<file path="src/rtl/biriscv_iter_divider_pkg.sv">
// rtl/biriscv_iter_divider_pkg.sv - RV32M divide/remainder instruction match constants and decode helpers
package biriscv_iter_divider_pkg;

    localparam logic [31:0] INST_DIV       = 32'h0200_4033;
    localparam logic [31:0] INST_DIV_MASK  = 32'hfe00_707f;
    localparam logic [31:0] INST_DIVU      = 32'h0200_5033;
    localparam logic [31:0] INST_DIVU_MASK = 32'hfe00_707f;
    localparam logic [31:0] INST_REM       = 32'h0200_6033;
    localparam logic [31:0] INST_REM_MASK  = 32'hfe00_707f;
    localparam logic [31:0] INST_REMU      = 32'h0200_7033;
    localparam logic [31:0] INST_REMU_MASK = 32'hfe00_707f;

    function automatic logic match_div(input logic [31:0] op);
        return (op & INST_DIV_MASK) == INST_DIV;
    endfunction

    function automatic logic match_divu(input logic [31:0] op);
        return (op & INST_DIVU_MASK) == INST_DIVU;
    endfunction

    function automatic logic match_rem(input logic [31:0] op);
        return (op & INST_REM_MASK) == INST_REM;
    endfunction

    function automatic logic match_remu(input logic [31:0] op);
        return (op & INST_REMU_MASK) == INST_REMU;
    endfunction

endpackage

</file>
<file path="src/rtl/biriscv_iter_divider.sv">
// rtl/biriscv_iter_divider.sv - Iterative radix-2 restoring divider for RV32M DIV/DIVU/REM/REMU
module biriscv_iter_divider
    import biriscv_iter_divider_pkg::*;
(
    input  logic        clk_i,
    input  logic        rst_i,
    input  logic        opcode_valid_i,
    input  logic [31:0] opcode_opcode_i,
    input  logic [31:0] opcode_ra_operand_i,
    input  logic [31:0] opcode_rb_operand_i,
    input  logic        hold_i,
    output logic        busy_o,
    output logic        writeback_valid_o,
    output logic [31:0] writeback_value_o
);

    typedef enum logic [1:0] {
        ST_IDLE = 2'd0,
        ST_RUN  = 2'd1,
        ST_DONE = 2'd2
    } state_t;

    state_t      state_q;
    logic [4:0]  count_q;
    logic [31:0] rem_q;
    logic [31:0] quot_q;
    logic [31:0] divisor_q;
    logic        is_rem_q;
    logic        neg_q_q;
    logic        neg_r_q;
    logic        wb_valid_q;
    logic [31:0] wb_value_q;

    logic        op_div;
    logic        op_divu;
    logic        op_rem;
    logic        op_remu;
    logic        is_div_op;
    logic        is_signed;
    logic [31:0] a_mag;
    logic [31:0] b_mag;

    logic [32:0] trial;
    logic [31:0] rem_next;
    logic [31:0] quot_next;
    logic [31:0] result_next;

    always_comb begin
        op_div    = match_div(opcode_opcode_i);
        op_divu   = match_divu(opcode_opcode_i);
        op_rem    = match_rem(opcode_opcode_i);
        op_remu   = match_remu(opcode_opcode_i);
        is_div_op = op_div | op_divu | op_rem | op_remu;
        is_signed = op_div | op_rem;
        a_mag     = (is_signed && opcode_ra_operand_i[31]) ? -opcode_ra_operand_i : opcode_ra_operand_i;
        b_mag     = (is_signed && opcode_rb_operand_i[31]) ? -opcode_rb_operand_i : opcode_rb_operand_i;
    end

    // One restoring step; the final step's result is computed here so the
    // writeback value can be registered on the RUN->DONE edge.
    always_comb begin
        trial = {rem_q, quot_q[31]} - {1'b0, divisor_q};
        if (!trial[32]) begin
            rem_next  = trial[31:0];
            quot_next = {quot_q[30:0], 1'b1};
        end else begin
            rem_next  = {rem_q[30:0], quot_q[31]};
            quot_next = {quot_q[30:0], 1'b0};
        end
        if (is_rem_q) begin
            result_next = neg_r_q ? -rem_next : rem_next;
        end else begin
            result_next = neg_q_q ? -quot_next : quot_next;
        end
    end

    always_ff @(posedge clk_i or posedge rst_i) begin
        if (rst_i) begin
            state_q    <= ST_IDLE;
            count_q    <= 5'd0;
            rem_q      <= 32'd0;
            quot_q     <= 32'd0;
            divisor_q  <= 32'd0;
            is_rem_q   <= 1'b0;
            neg_q_q    <= 1'b0;
            neg_r_q    <= 1'b0;
            wb_valid_q <= 1'b0;
            wb_value_q <= 32'd0;
        end else if (!hold_i) begin
            unique case (state_q)
                ST_IDLE: begin
                    if (opcode_valid_i && is_div_op) begin
                        state_q   <= ST_RUN;
                        count_q   <= 5'd31;
                        rem_q     <= 32'd0;
                        quot_q    <= a_mag;
                        divisor_q <= b_mag;
                        is_rem_q  <= op_rem | op_remu;
                        neg_q_q   <= is_signed && (opcode_ra_operand_i[31] ^ opcode_rb_operand_i[31])
                                     && (opcode_rb_operand_i != 32'd0);
                        neg_r_q   <= is_signed && opcode_ra_operand_i[31];
                    end
                end
                ST_RUN: begin
                    rem_q   <= rem_next;
                    quot_q  <= quot_next;
                    count_q <= count_q - 5'd1;
                    if (count_q == 5'd0) begin
                        state_q    <= ST_DONE;
                        wb_valid_q <= 1'b1;
                        wb_value_q <= result_next;
                    end
                end
                ST_DONE: begin
                    state_q    <= ST_IDLE;
                    wb_valid_q <= 1'b0;
                    wb_value_q <= 32'd0;
                end
                default: begin
                    state_q <= ST_IDLE;
                end
            endcase
        end
    end

    assign busy_o            = (state_q == ST_RUN) || (state_q == ST_DONE);
    assign writeback_valid_o = wb_valid_q;
    assign writeback_value_o = wb_value_q;

endmodule

</file>
<file path="config.mk">
export PLATFORM = sky130hd
export DESIGN_NAME = biriscv_iter_divider
export DESIGN_NICKNAME = d
export VERILOG_FILES = /design/src/rtl/biriscv_iter_divider_pkg.sv /design/src/rtl/biriscv_iter_divider.sv
export SDC_FILE = /design/constraint.sdc
export NUM_CORES = 1
export LEC_CHECK = 0
export ABC_AREA = 1
export CAP_MARGIN = 20
export CORE_ASPECT_RATIO = 0.75
export CORE_MARGIN = 8
export CORE_UTILIZATION = 35
export DETAILED_ROUTE_END_ITERATION = 16
export GPL_ROUTABILITY_DRIVEN = 0
export PLACE_DENSITY = 0.51
export SYNTH_ARGS = -nofsm -noshare
export SYNTH_HDL_FRONTEND = slang
export SYNTH_SLANG_ARGS = --single-unit
</file>
<file path="constraint.sdc">
create_clock -name clk_i -period 5.4 [get_ports clk_i]
set_clock_uncertainty 0.2 [all_clocks]
set_input_delay 1.08 -clock clk_i [delete_from_list [all_inputs] [get_ports clk_i]]
set_output_delay 1.08 -clock clk_i [all_outputs]
set_load 0.1 [all_outputs]
</file>
Word level (Yosys, flattened, before mapping)
Index checks and enable logic that the tools add are counted.
{"block": "totals", "output_inout_bits": 34, "reg_bits": 139, "latch_bits": 0, "memories": 0, "romBits": 0, "input_bits": 100, "mem_bits_rw": 0, "wordCells": 66}
{"block": "op_classes", "n_eq_ne": 8, "n_bitwise": 7, "multipliers": 0, "order_cmp": 0, "n_addsub": 6, "div": 0, "shift": 0, "mux": 20, "n_reduce_logical": 15}
{"op": "2-to-1 mux 32 bit", "count": 9}
{"op": "one-hot mux 32 bit (2 select lines)", "count": 3}
{"op": "negation 32 bit", "count": 4}
{"op": "equality test 17 x 11 -> 1 bit, second input constant", "count": 4}
{"op": "subtractor 33 x 32 -> 33 bit", "count": 1}
{"op": "nonzero test 32 bit", "count": 1}
{"op": "AND reduction 3 bit", "count": 4}
{"op": "one-hot mux 5 bit (2 select lines)", "count": 1}
{"op": "logical AND 1 bit", "count": 5}
{"op": "zero test 5 bit", "count": 1}
{"op": "2-to-1 mux 5 bit", "count": 1}
{"op": "bitwise OR 1 bit", "count": 5}
{"op": "subtractor 5 x 1 -> 5 bit, second input constant", "count": 1}
{"op": "2-to-1 mux 2 bit", "count": 2}
{"op": "inequality test 2 bit, second input constant", "count": 2}
{"op": "one-hot mux 2 bit (2 select lines)", "count": 1}
{"op": "nonzero test 2 bit", "count": 2}
{"op": "equality test 2 x 1 -> 1 bit, second input constant", "count": 1}
{"op": "equality test 2 bit, second input constant", "count": 1}
{"op": "zero test 2 bit", "count": 1}
{"op": "2-to-1 mux 1 bit", "count": 2}
{"op": "one-hot mux 1 bit (2 select lines)", "count": 1}
{"op": "logical OR 1 bit", "count": 1}
{"op": "inverter 1 bit", "count": 1}
{"op": "bitwise XOR 1 bit", "count": 1}

Depth between registers and ports, before layout
{"block": "depth", "depth_word": 7, "mapped_depth": 30, "ltp_nobuf": 28}

Least setup slack after synthesis
No wires, ideal clock.
{"block": "synth_path", "kind": "register to register", "start": "register quot_q[31]", "end": "register wb_value_q[26] (netlist: writeback_value_o[26])", "arrival_time_ns": 3.640, "setup_time_ns": 0.068, "period_less_slack_ns": 3.907, "path_buffers": 2, "slack_ns": 1.493, "stages_incl_launch_ff": 30, "required_ns": 5.132, "path_cell_list": "dfrtp_1 inv_1 ha_1 inv_1 fa_1 nand2_1 nand2_1 nand3_2 nand2_4 nand2_4 nand2_4 nand2_4 nand3_2 nand2_2 buf_6 buf_4 ha_1 nand3_1 nor2_1 nand2_1 inv_1 nand3_1 nor3_1 nand3_1 nor2_1 a31oi_1 xor2_1 a21oi_1 nand2_1 nand2_1"}
{"block": "synth_between", "elab_chain_len": 7, "elab_cells_between_ends": 10, "cone_classes": "add/sub: 3; mux: 7"}
{"item": "start: declaration", "line": "biriscv_iter_divider.sv:26", "rtl": "logic [31:0] quot_q;"}
{"item": "start signal: assignment", "line": "biriscv_iter_divider.sv:96", "rtl": "quot_q <= a_mag;"}
{"item": "start signal: assignment", "line": "biriscv_iter_divider.sv:106", "rtl": "quot_q <= quot_next;"}
{"item": "subtractor 33 x 32 -> 33 bit", "line": "biriscv_iter_divider.sv:62", "rtl": "trial = {rem_q, quot_q[31]} - {1'b0, divisor_q};"}
{"item": "2-to-1 mux 1 bit or 2-to-1 mux 32 bit (tied branches)", "line": "biriscv_iter_divider.sv:63", "rtl": "if (!trial[32]) begin"}
{"item": "negation 32 bit (on tied branches)", "line": "biriscv_iter_divider.sv:73, biriscv_iter_divider.sv:71"}
{"item": "2-to-1 mux 32 bit (on tied branches)", "line": "biriscv_iter_divider.sv:73, biriscv_iter_divider.sv:71"}
{"item": "2-to-1 mux 32 bit *", "line": "biriscv_iter_divider.sv:70", "rtl": "if (is_rem_q) begin"}
{"item": "2-to-1 mux 32 bit *", "line": "biriscv_iter_divider.sv:108", "rtl": "if (count_q == 5'd0) begin"}
{"item": "one-hot mux 32 bit (2 select lines) *", "line": "biriscv_iter_divider.sv:90", "rtl": "unique case (state_q)"}
{"item": "end signal: assignment", "line": "biriscv_iter_divider.sv:111", "rtl": "wb_value_q <= result_next;"}
{"item": "end: declaration", "line": "biriscv_iter_divider.sv:32", "rtl": "logic [31:0] wb_value_q;"}
Mark *: on every way between the ends. The rest lies on a longest branch, timed or not. The select of a mux whose other input is x is not followed.
A chain may end at the register's enable or synchronous reset.

Worst setup path in the final report
{"block": "layout_path", "start": "register divisor_q[28]", "end": "register wb_value_q[26] (netlist: writeback_value_o[26])"}
{"block": "layout_between", "elab_chain_len": 7, "elab_cells_between_ends": 10, "cone_classes": "add/sub: 3; mux: 7"}
{"item": "start: declaration", "line": "biriscv_iter_divider.sv:27", "rtl": "logic [31:0] divisor_q;"}
{"item": "start signal: assignment", "line": "biriscv_iter_divider.sv:97", "rtl": "divisor_q <= b_mag;"}
{"item": "subtractor 33 x 32 -> 33 bit *", "line": "biriscv_iter_divider.sv:62"}
{"item": "2-to-1 mux 1 bit or 2-to-1 mux 32 bit (tied branches)", "line": "biriscv_iter_divider.sv:63"}
{"item": "negation 32 bit (on tied branches)", "line": "biriscv_iter_divider.sv:73, biriscv_iter_divider.sv:71"}
{"item": "2-to-1 mux 32 bit (on tied branches)", "line": "biriscv_iter_divider.sv:73, biriscv_iter_divider.sv:71"}
{"item": "2-to-1 mux 32 bit *", "line": "biriscv_iter_divider.sv:70"}
{"item": "2-to-1 mux 32 bit *", "line": "biriscv_iter_divider.sv:108"}
{"item": "one-hot mux 32 bit (2 select lines) *", "line": "biriscv_iter_divider.sv:90"}
Marks and branches as above.

==> results.tsv <==
metric	value	unit
cts_hold_buf	0	
avgRoutedWirePerCell	17.0	microns
ys.flop_type	dfrtp_1	
cts_buffer_depth	2	
async_reset_ff_share	100	%
layout_commonest_cell	nand2_1	
reg2reg_depth	23	
p_leak	0.00795	uW
final_cell_mix	663 x nand2_1, 293 x inv_1, 198 x nor2_1, 180 x nand3_1, 139 x dfrtp_1	
hold_path.class	reg -> reg	
cp.arrival	4.73	ns
portBuffers	118	
yosysTopAreaCell	dfrtp_1	
cts_tree	yes	
p_total	8090	uW
grt_start_max_net_pins	81	
syn_to_final_growth	17.3	%
clkPwrFrac	14.8	%
die_h	181	microns
grt_overflow	0	
io_pins	134	
fin_crit	4.55	ns
placed_cell_area	14300	sq um
die_w	236	microns
setup_viol	0	
max_slew_margin	33.8	%
r2r_slack	0.85	ns
hold_viol_final	0	
layout_setup_ws	0.853	ns
insertion_delay	0.46	ns
cts_num_sinks	139	
cts_root_buf	clkbuf_16	
start_kind	flop	
fin_setup_tns	0	ns
grt_pass1_wl	70800	microns
postCtsResizedCells	0	
htree_levels	4	
power_frac_comb	64.8	%
synth_edf_count	0	
outcome	finished, final reports clean	
cp_max_fo	5	
rsz0062_at_grt	no	
start_util	35.5	%
rows	60	
p_int	3490	uW
drc	0	
dr_total_vias	13500	
timing.rr.start	divisor_q[28]	
final_nets	2314	
swShare	56.8	%
ys_warn_count	0	
synth_top_cell_area_share	27.4	%
hold_path_depth	2	
irDropWorstVdd	0.000476	V
postCtsSetupBuffers	0	
synth_nets	2221	
fin_area	14900	sq um
synth_seq_cells	139	
max_cap_viol_count	0	
hp-start	writeback_value_o[14]	
numCtsBuffers	17	
switchingPower	4590	uW
ys_seq_area_share	27.4	%
path_class	reg -> reg	
syn_area_per_cell	6.11	sq um
synth_cell_types	49	
dr.pass1.iters	5	
slew_viol_final	0	
cp-startpoint	divisor_q[28]	
syn_area	12700	sq um
track_usage	21.0	%
final_util	41.6	%
clkTransAtPathRegs	0.06	ns
grt_pass1_vias	12300	
synth_area_leaders	dfrtp_1 27%, nand2_1 20%, inv_1 8.7%	
core-area	35800	sq um
worstSetupEndpointType	flop	
power_frac_seq	20.3	%
first_iter_violations	1162	
antenna_found_initial	0	
pre_cts_slack	1.01	ns
dpl.hpwl	36200	microns
totalWireLength	45100	microns
tightest_slew	0.990	ns
synthCells	2079	
final_antenna_net_count	0	
fmaxAchievable	220	MHz
power_density	543	nW/um^2
die-area	42700	sq um
vias_per_cell	5.09	
crit_required	5.59	ns
antenna_cells	0	
period_share	84.2	%
drive_gt1_share	5.49	%
## synthesized netlist by cell type (8+ instances only)
library cell and instances:
inv_1 294, nand2_4 9, nand3_1 180, nand4_1 21, xor2_1 45, a31oi_1 9, nor4_1 10, dfrtp_1 139
nand2_2 24, o21ai_0 131, inv_2 8, ha_1 41, o21ai_1 9, a21oi_1 84, o211ai_1 13, o22ai_1 28
clkbuf_1 43, nand3b_1 10, nor3_1 24, nand2_1 663, nor2_1 198, xnor2_1 16
## through the flow
step | instances | hold slack, ns
global route | 2650 | 0.305
floorplan | 2079 | 0.253
global placement | 2618 | 0.266
finish | 2650 | 0.280
detailed placement | 2618 | 0.266
CTS | 2650 | 0.283
## final cells by class
class,instances,area (sq um)
tap,465,582
sequential,139,3480
inverter,307,1160
timing repair buffer,138,1330
multi-input combinational,1569,7750
clock inverter,12,130
clock buffer,20,457
fill,3861,20900
## registers in the layout (all words and copies together) (netlist names)
name               cells
state_q                2
rem_q                 32
neg_r_q                1
writeback_value_o     32
neg_q_q                1
is_rem_q               1
quot_q                32
count_q                5
writeback_valid_o      1
divisor_q             32
## layer usage
layer	up-vias	routed length, microns	share of wire, %	GRT usage (%)
li1	6832	-	-	-
met1	6206	23800	53	33.2
met2	430	17600	39	28.8
met3	33	3070	6.8	3.01
met4	0	567	1.3	4.77
met5	-	0	0	0
## logic make-up (layout without fill, tap and decap cells)
group	after synthesis	after routing	share of synthesized area, %
simple gates	1167	1167	39.6
compound gates	299	299	13.1
flops	139	139	27.4
fa+ha+maj	42	42	4.20
buf+inv	371	477	11.5
xor+xnor	61	61	4.21
## worst paths after layout
path | endpoint
max | writeback_value_o[26]
max in group asynchronous | writeback_value_o[21]
min in group asynchronous | count_q[4]
max reg2reg | writeback_value_o[26]
min | writeback_value_o[14]
min reg2reg | writeback_value_o[14]
## power groups by stage
| stage | Sequential (uW) | Combinational, uW | Clock [uW] |
|---|---|---|---|
| after global placement | 1650 | 5140 | 0 |
| after global routing | 1680 | 5820 | 1270 |
| after floorplan | 2280 | 3140 | 0 |
| final | 1640 | 5240 | 1200 |
| after CTS | 1640 | 5190 | 1230 |
| after detailed placement | 1660 | 5170 | 0 |
## critical path: stages, from the launching register on
cell	delay, ns
dfrtp_1	0.36
inv_1	0.26
ha_1	0.36
nand2_1	0.13
nor2_1	0.07
nand2_1	0.12
inv_1	0.09
a21oi_4	0.26
nand3_2	0.19
nand2_2	0.15
ha_1	0.20
nand3_1	0.18
nor2_1	0.24
nand2_1	0.10
inv_1	0.09
nand3_1	0.09
nor3_1	0.32
nand3_1	0.23
nor2_1	0.19
a31oi_1	0.12
xor2_1	0.18
a21oi_1	0.20
nand2_1	0.08
nand2_1	0.05
Power figures use the tool's default switching activity.
